<file path="src/rtl/arm_code_writer.sv">
// arm_code_writer: serialises translated ARM instruction bundles into a word-addressed code memory.
// Define ARM_CODE_WRITER_TRACE_EN to log each committed or discarded word.
module arm_code_writer #(
    parameter int BUNDLE_WORDS = 6,
    parameter int ADDR_WIDTH   = 10
) (
    input  logic                         clk,
    input  logic                         reset,
    input  logic                         write_enable,
    input  logic [32*BUNDLE_WORDS-1:0]   instructions,
    input  logic [3:0]                   quantity,
    output logic                         ready,
    output logic                         mem_we,
    output logic [ADDR_WIDTH-1:0]        mem_addr,
    output logic [31:0]                  mem_wdata,
    output logic [ADDR_WIDTH:0]          word_count,
    output logic                         full,
    output logic                         overflow,
    output logic                         dropped,
    output logic                         bad_quantity
);
    localparam logic [ADDR_WIDTH:0] DEPTH = {1'b1, {ADDR_WIDTH{1'b0}}};
    localparam logic [3:0] MAX_Q = 4'(BUNDLE_WORDS);

    typedef enum logic {IDLE, DRAIN} state_t;

    state_t                      state, state_next;
    logic                        we_prev;
    logic [32*BUNDLE_WORDS-1:0]  bundle_q;
    logic [3:0]                  rem_q;
    logic                        capture, accept, emit, too_many;

    assign capture  = write_enable && !we_prev;
    assign too_many = quantity > MAX_Q;
    assign ready    = state == IDLE;
    assign full     = word_count == DEPTH;

    // DRAIN lasts one cycle beyond the last word so ready rises as mem_we falls
    always_comb begin
        state_next = state;
        accept     = state == IDLE && capture && quantity != 4'd0;
        emit       = state == DRAIN && rem_q != 4'd0;
        if (accept)
            state_next = DRAIN;
        else if (state == DRAIN && rem_q == 4'd0)
            state_next = IDLE;
    end

    always_ff @(posedge clk) begin
        if (!reset) begin
            state        <= IDLE;
            we_prev      <= 1'b0;
            bundle_q     <= '0;
            rem_q        <= 4'd0;
            word_count   <= '0;
            mem_we       <= 1'b0;
            mem_addr     <= '0;
            mem_wdata    <= '0;
            overflow     <= 1'b0;
            dropped      <= 1'b0;
            bad_quantity <= 1'b0;
        end else begin
            state   <= state_next;
            we_prev <= write_enable;
            mem_we  <= emit && !full;
            if (accept) begin
                bundle_q <= instructions;
                rem_q    <= too_many ? MAX_Q : quantity;
                if (too_many)
                    bad_quantity <= 1'b1;
            end
            // lowest slice leaves first; the bundle shifts down one word per cycle
            if (emit) begin
                bundle_q <= bundle_q >> 32;
                rem_q    <= rem_q - 4'd1;
                if (full) begin
                    overflow <= 1'b1;
                end else begin
                    mem_addr   <= word_count[ADDR_WIDTH-1:0];
                    mem_wdata  <= bundle_q[31:0];
                    word_count <= word_count + 1'b1;
                end
            end
            if (state == DRAIN && capture)
                dropped <= 1'b1;
        end
    end

`ifdef ARM_CODE_WRITER_TRACE_EN
    always_ff @(posedge clk) begin
        if (reset && emit) begin
            if (full)
                $display("OVERFLOW");
            else
                $display("%b %0d", bundle_q[31:0], word_count[ADDR_WIDTH-1:0]);
        end
    end
`else
`endif

endmodule
</file>
<file path="config.mk">
export PLATFORM = sky130hd
export DESIGN_NAME = arm_code_writer
export DESIGN_NICKNAME = d
export VERILOG_FILES = /design/src/rtl/arm_code_writer.sv
export SDC_FILE = /design/constraint.sdc
export NUM_CORES = 1
export LEC_CHECK = 0
export ABC_AREA = 1
export BUFFER_PORTS_ARGS = -buffer_cell sky130_fd_sc_hd__buf_2
export CORE_UTILIZATION = 57
export DETAILED_ROUTE_END_ITERATION = 10
export PLACE_DENSITY = 0.84
export SLEW_MARGIN = 10
export SYNTH_ARGS = -nofsm -noshare
export SYNTH_HDL_FRONTEND = slang
export SYNTH_SLANG_ARGS = --single-unit
</file>
<file path="constraint.sdc">
create_clock -name clk -period 3.7 [get_ports clk]
set_input_delay 0.185 -clock clk [delete_from_list [all_inputs] [get_ports clk]]
set_output_delay 0.185 -clock clk [all_outputs]
set_load 0.03 [all_outputs]
</file>
==> results_dict.tcl <==
set metrics [dict create \
    drt_iter0_markers 1019 \
    path_class "flop to flop" \
    arrival_ps 3010 \
    ir_drop_mv 0.525 \
    gr-usage-all-layers_pct 33.7 \
    htreeDepth 1 \
    gp_congestion 0.825 \
    maxCapViolations 0 \
    grt_start_max_net_pins 227 \
    core_um2 18000 \
    synth_cell_types 26 \
    synth_fp_nets 1574 \
    die_x_um 138 \
    muxShareOfSynthArea_pct 0 \
    io_pins 258 \
    stdcell_count 1980 \
    tightest_slew_ps 1210 \
    power_switching_share_pct 28.8 \
    avgSynthCellArea_um2 7.65 \
    drt-total-wl_um 32700 \
    ff2ff_setup_slack_ps 1110 \
    required_ps 4120 \
    overflow 0 \
    final_cell_mix "buf_2, dfxtp_1, nand2_1" \
    grt-busiest-layer "met2" \
    n_antenna_cell 0 \
    path_clk_slew_ps 70 \
    placed_area_um2 11600 \
    async_reset_ff_share_pct 0 \
    cp-start-kind "flop" \
    p_int_mw 5.14 \
    yosys_warnings 0 \
    finalHoldViolCount 0 \
    synth_ff_type "dfxtp_1" \
    p_clk_share_pct 36.2 \
    rsz0062_at_grt "no" \
    nets 1934 \
    synthesis.area_um2 10500 \
    cts_tree "yes" \
    setup_viol 0 \
    worstHoldPathType "input port to flop" \
    rows 49 \
    clk_path_buf_depth 3 \
    drtPass1Iterations 5 \
    drc 0 \
    layout_commonest_cell "buf_2" \
    synth_xor_area_share_pct 0.501 \
    clock-root-buffer "clkbuf_16" \
    status "finished, final reports clean" \
    netSwitchingPower_mw 2.09 \
    crit_path_end_kind "flop" \
    cts_buffers 26 \
    initial_core_util_pct 58.2 \
    path_cells "inv_1, ha_1, inv_1, nor2_2, a21oi_4, nor2_2, o21ai_0, a21oi_1" \
    maxSlewHeadroom_pct 19.2 \
    finalWorstSetupSlack_ps 1110 \
    io_buffers 257 \
    finalCriticalPeriod_ps 2590 \
    routedWlPerCell_um 16.5 \
    ys_seq_elements 255 \
    place_inst 1764 \
    dieArea_um2 19000 \
    combPwrFrac_pct 19.7 \
    area_delta_synth_final_pct 35.2 \
    slew_viol_final 0 \
    skew_ps 19.4 \
    path_max_fanout 32 \
    fin_setup_tns_ps 0 \
    synthSimpleGateAreaFrac_pct 15.6 \
    dpl_worst_slack_ps 1240 \
    power_density_nw_per_um2 510 \
    die_h_um 138 \
    clock_sinks 255 \
    postCtsSetupRepairBufs 0 \
    fmax_mhz 386 \
    num_vias 10832 \
    grt_use_met3_pct 5.37 \
    ant_nets 0 \
    power_frac_seq_pct 44.1 \
    first_global_vias 10559 \
    period_share_pct 70.0 \
    synth_edf_count 0 \
    synth_compound_area_share_pct 23.4 \
    clkLatencyLatePin_ps 530 \
    viasPerCell 5.47 \
    dp_hpwl_um 16900 \
    syn_inst 1372 \
    synth_top_family_by_area "compound AO/OA/AOI/OAI gates" \
    synthAdderAreaFrac_pct 0.358 \
    drive_gt1_share_pct 18.5 \
    power_leakage_nw 5.91 \
    cp_slowest_stage_delay_ps 910 \
    critical_path.slowest_cell "nor2_2" \
    power_mw 7.23 \
    final_area_um2 14200 \
    met1_usage_pct 41.1 \
    antenna_found_initial 0 \
    grt_first_pass_wirelength_um 50900 \
    met2_usage_pct 56.8 \
    yosysSeqAreaShare_pct 48.7 \
]
## flip-flops by register name, summed over array words and instances, names as in the netlist
register	count
bad_quantity	1
bundle_q	192
dropped	1
mem_addr	10
mem_wdata	32
mem_we	1
overflow	1
rem_q	4
state	1
we_prev	1
word_count	11
## synth_stat cells, types with 9 or more instances
cell type / number / area (um^2)
clkbuf_1: 23 / 86.3
o21ai_0: 69 / 345
buf_2: 53 / 265
buf_4: 18 / 135
o211ai_1: 160 / 1200
a21oi_1: 172 / 861
dfxtp_1: 255 / 5100
nand2_1: 214 / 803
nor2_1: 182 / 683
nand3_1: 9 / 45.0
inv_1: 173 / 649
## cell type report
class	instances	area, um^2
multi-input combinational	839	4200
fill	1117	3850
clock inverter	8	65.1
inverter	176	663
tap	229	287
clock buffer	39	791
timing repair buffer	434	3070
sequential	255	5100
## routing by layer
metal | routed length, um | up-vias
met1 | 13100 | 4911
li1 | - | 5191
met5 | 0 | -
met4 | 1620 | 0
met2 | 15600 | 580
met3 | 2330 | 150
## worst paths after layout
| check | cells after the start | endpoint | startpoint |
|---|---|---|---|
| max | 8 | bundle_q[172] | rem_q[0] |
| min | 3 | bundle_q[66] | instructions[66] |
| max reg2reg | 8 | bundle_q[172] | rem_q[0] |
| min reg2reg | 2 | bundle_q[160] | bundle_q[160] |
## critical path, delay by kind of cell, from the launching register on
family | cells | cell delay [ps]
flip-flops | 1 | 320
adder cells (fa/ha/maj) | 1 | 170
AND/OR/NAND/NOR | 2 | 1070
buffers and inverters | 2 | 120
AO/OA/AOI/OAI | 3 | 810
## cell families (layout without fill, tap and decap cells)
| kind of cell | after synthesis | count (layout) |
|---|---|---|
| simple gates | 421 | 421 |
| xor+xnor | 6 | 6 |
| buf+inv | 278 | 657 |
| fa+ha+maj | 3 | 3 |
| compound gates | 409 | 409 |
| flops | 255 | 255 |
## power groups by stage
stage          registers (mW)  clock network [mW]  logic [mW]
4_1_cts                  3.18                2.62        1.34
3_5_place_dp             3.24                   0        1.20
5_1_grt                  3.22                2.75        1.57
6_report                 3.19                2.62        1.42
2_1_floorplan            3.31                   0       0.802
3_3_place_gp             3.22                   0        1.17
## through the flow
stage | hold slack, ps | util (%)
6_report | 7.56 | 78.7
5_1_grt | 25.0 | 78.7
4_1_cts | 1.40 | 78.7
3_5_place_dp | 381 | 64.5
3_3_place_gp | 384 | 64.5
2_1_floorplan | 278 | -
## timing repair
action	4_1_cts	5_1_grt
hold buffers	169	0
gates resized for setup	0	0
hold endpoints to repair	169	0
Note: power is estimated with default switching activity, not from simulation.
